<file path="src/rtl/lc3_pkg.sv">
// Shared definitions for the LC-3 microsequencer: microword field positions,
// COND branch encodings and the run/halt state type.
package lc3_pkg;

   localparam int UINSTR_W  = 49;
   localparam int IRD_BIT   = 48;
   localparam int COND_HI   = 47;
   localparam int COND_LO   = 45;
   localparam int J_HI      = 44;
   localparam int J_LO      = 39;
   localparam int J_W       = J_HI - J_LO + 1;
   localparam int UPC_FETCH = 18;

   typedef enum logic [2:0] {
      COND_NONE   = 3'b000,
      COND_READY  = 3'b001,
      COND_BRANCH = 3'b010,
      COND_ADDR   = 3'b011,
      COND_INT    = 3'b101
   } cond_e;

   typedef enum logic {
      S_RUN    = 1'b0,
      S_HALTED = 1'b1
   } seq_state_e;

endpackage

</file>
<file path="src/rtl/lc3_upc_next.sv">
// Combinational next-microaddress selection: IRD dispatch or J with the
// COND-selected status bit ORed into its slot.
module lc3_upc_next
   import lc3_pkg::*;
#(
   parameter int UPC_W = 6
) (
   input  logic             ird,
   input  logic [2:0]       cond,
   input  logic [J_W-1:0]   j,
   input  logic             ben,
   input  logic             r,
   input  logic [3:0]       ir_op,
   input  logic             ir_11,
   input  logic             int_req,
   output logic [UPC_W-1:0] next
);

   logic [UPC_W-1:0] j_ext;

   assign j_ext = UPC_W'(j);

   // Status bits are ORed into J, never added, so no carry can ripple.
   always_comb begin
      next = j_ext;
      if (ird) begin
         next = UPC_W'(ir_op);
      end else begin
         case (cond)
            COND_READY:  next = j_ext | (UPC_W'(r)       << 1);
            COND_BRANCH: next = j_ext | (UPC_W'(ben)     << 2);
            COND_ADDR:   next = j_ext |  UPC_W'(ir_11);
            COND_INT:    next = j_ext | (UPC_W'(int_req) << 3);
            default:     next = j_ext;
         endcase
      end
   end

endmodule

</file>
<file path="src/rtl/lc3_microsequencer.sv">
// LC-3 microsequencer: uPC register, run/halt handshake, retired-instruction
// counter. Optional memory-timeout fault path enabled by LC3_MEM_TIMEOUT_EN.
//
// state    | meaning
// S_RUN    | uPC advances every cycle; halts at the next fetch boundary if run=0
// S_HALTED | uPC parked at FETCH_UPC, counters frozen, waiting for run=1
module lc3_microsequencer
   import lc3_pkg::*;
#(
   parameter int UPC_W     = 6,
   parameter int FETCH_UPC = UPC_FETCH,
   parameter int FAULT_UPC = 63,
   parameter int TIMEOUT   = 255,
   parameter int CNT_W     = 16
) (
   input  logic                clk,
   input  logic                rst,
   input  logic [UINSTR_W-1:0] uinstruction,
   input  logic                ben,
   input  logic                r,
   input  logic [15:0]         ir,
   input  logic                int_req,
   input  logic                run,
   output logic [UPC_W-1:0]    upc,
   output logic                halted,
   output logic [CNT_W-1:0]    instr_count,
   output logic                mem_fault
);

   if (TIMEOUT < 1) begin : g_bad_timeout
      $error("lc3_microsequencer: TIMEOUT must be at least 1");
   end

   seq_state_e       state;
   logic             ird;
   logic [2:0]       cond;
   logic [UPC_W-1:0] next;
   logic             fault_hit;
   logic             unused_bits;

   assign ird         = uinstruction[IRD_BIT];
   assign cond        = uinstruction[COND_HI:COND_LO];
   assign unused_bits = ^{uinstruction[J_LO-1:0], ir[10:0]};

   lc3_upc_next #(.UPC_W(UPC_W)) u_next (
      .ird     (ird),
      .cond    (cond),
      .j       (uinstruction[J_HI:J_LO]),
      .ben     (ben),
      .r       (r),
      .ir_op   (ir[15:12]),
      .ir_11   (ir[11]),
      .int_req (int_req),
      .next    (next)
   );

`ifdef LC3_MEM_TIMEOUT_EN
   localparam int SC_W = $clog2(TIMEOUT + 1);

   logic [SC_W-1:0] stall_cnt;
   logic            stall;

   assign stall     = (cond == COND_READY) && !r;
   assign fault_hit = (state == S_RUN) && stall && (stall_cnt == SC_W'(TIMEOUT - 1));

   always_ff @(posedge clk) begin
      if (rst) begin
         stall_cnt <= '0;
         mem_fault <= 1'b0;
      end else if (state == S_RUN) begin
         if (fault_hit) begin
            stall_cnt <= '0;
            mem_fault <= 1'b1;
         end else if (stall) begin
            stall_cnt <= stall_cnt + 1'b1;
         end else begin
            stall_cnt <= '0;
         end
      end
   end
`else
   assign fault_hit = 1'b0;
   assign mem_fault = 1'b0;
`endif

   always_ff @(posedge clk) begin
      if (rst) begin
         state       <= S_RUN;
         upc         <= UPC_W'(FETCH_UPC);
         halted      <= 1'b0;
         instr_count <= '0;
      end else begin
         case (state)
            S_RUN: begin
               if (ird) instr_count <= instr_count + 1'b1;
               if (fault_hit) begin
                  upc <= UPC_W'(FAULT_UPC);
               end else begin
                  upc <= next;
                  // Halting only on the fetch address keeps in-flight instructions intact.
                  if (!run && next == UPC_W'(FETCH_UPC)) begin
                     state  <= S_HALTED;
                     halted <= 1'b1;
                  end
               end
            end
            S_HALTED: begin
               if (run) begin
                  state  <= S_RUN;
                  halted <= 1'b0;
               end
            end
            default: state <= S_RUN;
         endcase
      end
   end

endmodule

</file>
<file path="config.mk">
export PLATFORM = sky130hd
export DESIGN_NAME = lc3_microsequencer
export DESIGN_NICKNAME = d
export VERILOG_FILES = /design/src/rtl/lc3_pkg.sv /design/src/rtl/lc3_upc_next.sv /design/src/rtl/lc3_microsequencer.sv
export SDC_FILE = /design/constraint.sdc
export NUM_CORES = 1
export LEC_CHECK = 0
export ABC_AREA = 1
export CORE_ASPECT_RATIO = 1.5
export CORE_MARGIN = 2
export CORE_UTILIZATION = 38
export CTS_BUF_LIST = sky130_fd_sc_hd__clkbuf_8
export CTS_CLUSTER_DIAMETER = 30
export DETAILED_ROUTE_END_ITERATION = 12
export GPL_TIMING_DRIVEN = 0
export PLACE_DENSITY = 0.95
export SLEW_MARGIN = 20
export SYNTH_ARGS = -nofsm -noshare
export SYNTH_HDL_FRONTEND = slang
export SYNTH_HIERARCHICAL = 1
export SYNTH_SLANG_ARGS = --single-unit
</file>
<file path="constraint.sdc">
create_clock -name clk -period 2.25 [get_ports clk]
set_input_delay 0.675 -clock clk [delete_from_list [all_inputs] [get_ports clk]]
set_output_delay 0.675 -clock clk [all_outputs]
set_load 0.02 [all_outputs]
</file>
**Yosys cells after proc, flatten, opt, wreduce, memory -nomap -nowiden**

Index checks and enable logic that the tools add are counted.

- Add/sub/neg operators: 1
- Multiply operators: 0
- Div/mod/pow operators: 0
- Magnitude comparators: 0
- Eq/ne operators: 7
- Shift operators: 0
- Mux-type cells: 8
- Bitwise logic cells: 5
- Reduce and logical (&&, ||, !) cells: 4

Operator list:

| operator | number |
|---|---|
| one-hot mux 6 bit (4 select lines) | 1 |
| adder 16 x 1 -> 16 bit (second input constant) | 1 |
| equality test 3 x 2 -> 1 bit (second input constant) | 2 |
| equality test 6 x 5 -> 1 bit (second input constant) | 1 |
| two-way mux 6 bit | 1 |
| OR 6 x 1 -> 6 bit | 1 |
| OR 6 x 2 -> 6 bit | 1 |
| OR 6 x 3 -> 6 bit | 1 |
| OR 6 x 4 -> 6 bit | 1 |
| two-way mux 1 bit | 4 |
| != test 2 bit (second input constant) | 2 |
| one-hot mux 1 bit (2 select lines) | 2 |
| AND reduction 2 bit | 2 |
| equality test 3 x 1 -> 1 bit (second input constant) | 1 |
| equality test 3 bit (second input constant) | 1 |
| logical AND 1 bit | 1 |
| zero test 1 bit | 1 |
| inverter 1 bit | 1 |

- Register bits: 24
- Latch bits: 0
- RAM bits: 0
- ROM bits: 0
- Input port bits: 71
- Memories: 0

**Longest topological paths before layout**

- Depth after elaboration: 7
- Depth in mapped cells: 9

**By module**

Netlist, hierarchy kept.

By module, submodules not included:

| module | instances | cells an instance | area each (um2) | seq. area each (um2) |
|---|---|---|---|---|
| lc3_microsequencer | 1 | 162 | 1138.6 | 480.5 |
| lc3_upc_next | 1 | 33 | 133.9 | 0.0 |

**Least setup slack after synthesis**

No wires, ideal clock.

- Path kind: reg-to-reg
- Start point: reg instr_count[1]
- End point: reg instr_count[14]
- Data arrival time: 1328 ps
- Required time: 2135 ps
- Setup slack: 807 ps
- Stages on the path, launching flop included: 8
- Buffers on the path: 0
- Cells stage by stage: dfxtp_1 > ha_1 > nand3_2 > or2_1 > nor2_4 > nand3_1 > nand2_1 > nor2_1

- Word-level cells in the longest chain between the ends: 1

Ends and longest elaborated chain:

| item | line | text |
|---|---|---|
| start, declared | lc3_microsequencer.sv:26 | `output logic [CNT_W-1:0] instr_count,` |
| start signal, assigned | lc3_microsequencer.sv:95 | `if (ird) instr_count <= instr_count + 1'b1;` |
| adder 16 x 1 -> 16 bit | lc3_microsequencer.sv:95 |  |

No other way between the ends.
A chain may end at the register's enable or synchronous reset.

**Worst setup path after layout**

- Start point: reg instr_count[3]
- End point: out instr_count[3]

No word-level cell between the ends.

==> metrics.txt <==
setup violators final 0; max-slew violations 0; buffer count from post-CTS setup fixing 0; Starting DRT DRC Count 26; crit end category output pin; Post-Synthesis Cells 195; hold-fix buffers at CTS 0; worst hold slack 0.474 ns; chip height 74.9 um; share of cells above drive strength 1 7.47%; Synth Area per Inst 6.53 um2; Final nets 315; worst min path class reg2reg; Num CTS Buffers 3; max-cap viol count 0; maximum clock insertion buffer count 2; RSZ-0062 raised after global routing false; CP max FO 6; n_diodes 0; highest clock rate 497 MHz; first-pass GRT wire length 5.00 mm; flops & latches, synth 24; status finished, final reports clean; Vias/cell 4.80; Max rail drop VDD 289 uV; DIE WIDTH 51.3 um; CP peak stage delay 0.64 ns; synth warn 6; clk slew on worst S/H paths 0.08 ns; gr ovfl total 0; clock share of power 30.7%; Sw Share 24.4%; # IOs 95; final core occ 56.3%; area grow syn2layout 41.2%; DR pass1 iterations 4; Synthesized Nets 267; Worst EP required 1.57 ns; total number of vias 1,349; sequential element share of the synthesized area 37.8%; Initial Util 39.9%; # port buffers 43; power per cell area 458 nW/um2; row cnt 25; P_int 0.000622 W; Max H-tree Level 1; Arr. time, crit path 1.34 ns; Comb pwr share 15.5%; dpl hpwl 2.41 mm; initial antenna violation count 0; final period utilization 89.4%; final critical-path required period 2.01 ns; worst slack, placed -0.181 ns; CTS tree built; DRC Markers 0; critical path's top delay family buffers and inverters; nature of the critical path startpoint flop; vias in the first global route 1,271; Num Clock Sinks 24; WL/cell 10.8 um; Sw Pwr 0.000201 W; Seq pwr share 53.8%; Buf/Inv on CP 1; GRT Total Usage 17.2%; ANT nets after route 0; clk_lat worst skew 0.27 ns; leakage power 0.742 nW; Fin. Hold Viols 0; total wire length 3.02 mm; core area 3190 um2; synth unique cells 25; die area 3840 um2; largest net degree at the start of global routing 13; mapped cell area 1270 um2; clk root buf clkbuf_8; CP max-delay cell clkdlybuf4s50_1; final RePlAce weighted congestion 0.852; WS Path Type reg2out; Final WS setup 0.238 ns; crit path cell chain clkdlybuf4s50_1; Fin Clk Skew 0.00115 ns
[routing by layer]
layer  up-vias  part of all wire (%)  routed length [um]  global-route usage, %
li1        701                     -                   -                      -
met1       600                    39                1170                   17.2
met2        41                    53                1600                   32.0
met3         7                   5.7                 173                   3.97
met4         0                   2.4                  74                   9.94
met5         -                     0                   0                      0
[power groups by stage]
| stage | registers, W | clock network [W] | logic, W |
|---|---|---|---|
| after floorplan | 0.000465 | 0 | 0.0000446 |
| after detailed placement | 0.000453 | 0 | 0.000128 |
| after global placement | 0.000452 | 0 | 0.000126 |
| after CTS | 0.000443 | 0.000264 | 0.000129 |
| after global routing | 0.000445 | 0.000275 | 0.000142 |
| final | 0.000443 | 0.000252 | 0.000128 |
[worst paths after layout]
check	from	endpoint	slack (ns)	cells after the start
max reg2reg	instr_count[0]	instr_count[14]	0.84	7
max	instr_count[3]	instr_count[3]	0.24	1
min	upc[4]	upc[4]	0.47	2
min reg2reg	upc[4]	upc[4]	0.47	2
[metrics by stage]
stage	total power, W	instances	TNS, ns	instance area [um2]
6_report	0.000823	281	0	1800
5_1_grt	0.000861	281	0	1800
4_1_cts	0.000835	281	0	1790
3_5_place_dp	0.000581	278	-0.329	1750
3_3_place_gp	0.000578	278	-0.205	1750
2_1_floorplan	0.000509	195	0	1270
[synthesized netlist by cell type, drive strengths merged]
library cell	count	area share (%)
nand3b	1	0.59
o21bai	1	0.59
nor3	4	1.6
conb	1	0.29
dfxtp	24	38
ha	1	0.98
buf	3	1.6
o211a	1	0.79
nor4	1	0.49
a21oi	14	5.5
or2	2	0.98
nor2	48	17
inv	29	8.9
nand2	42	13
nand3	8	3.5
nand4	3	2.0
o21ai	12	4.7
[registers in the layout, summed over array words and instances, names as in the netlist]
register	count
halted	1
instr_count	16
state	1
upc	6
[layout by cell type (no fill, tap or decap), drive strengths merged, types with 2 or more instances in the layout]
| cell type | instances |
|---|---|
| nor2 | 48 |
| clkdlybuf4s50 | 42 |
| nand2 | 42 |
| inv | 29 |
| dfxtp | 24 |
| a21oi | 14 |
| o21ai | 12 |
| nand3 | 8 |
| nor3 | 4 |
| clkbuf | 3 |
| buf | 3 |
| nand4 | 3 |
| or2 | 2 |
[repair_timing]
action | CTS | global route
endpoints found under the hold margin | 0 | 0
setup endpoints to repair | 0 | 2
resized for setup | 0 | 1
[cell type report]
type,instances,area [um2]
buffer,3,20.0
clock buffer,3,41.3
fill,319,1390
inverter,29,114
multi-input combinational,139,658
sequential,24,480
tap,40,50.0
timing repair buffer,43,433
[cells by family (layout without fill, tap and decap cells)]
group	Yosys count	in the layout	share of synthesized area, %
buf+inv	32	78	10.5
simple gates	109	109	38.8
fa+ha+maj	1	1	0.983
other cells	1	1	0.295
flops	24	24	37.8
compound gates	28	28	11.6
No activity file was read; power rests on OpenSTA's default activity.
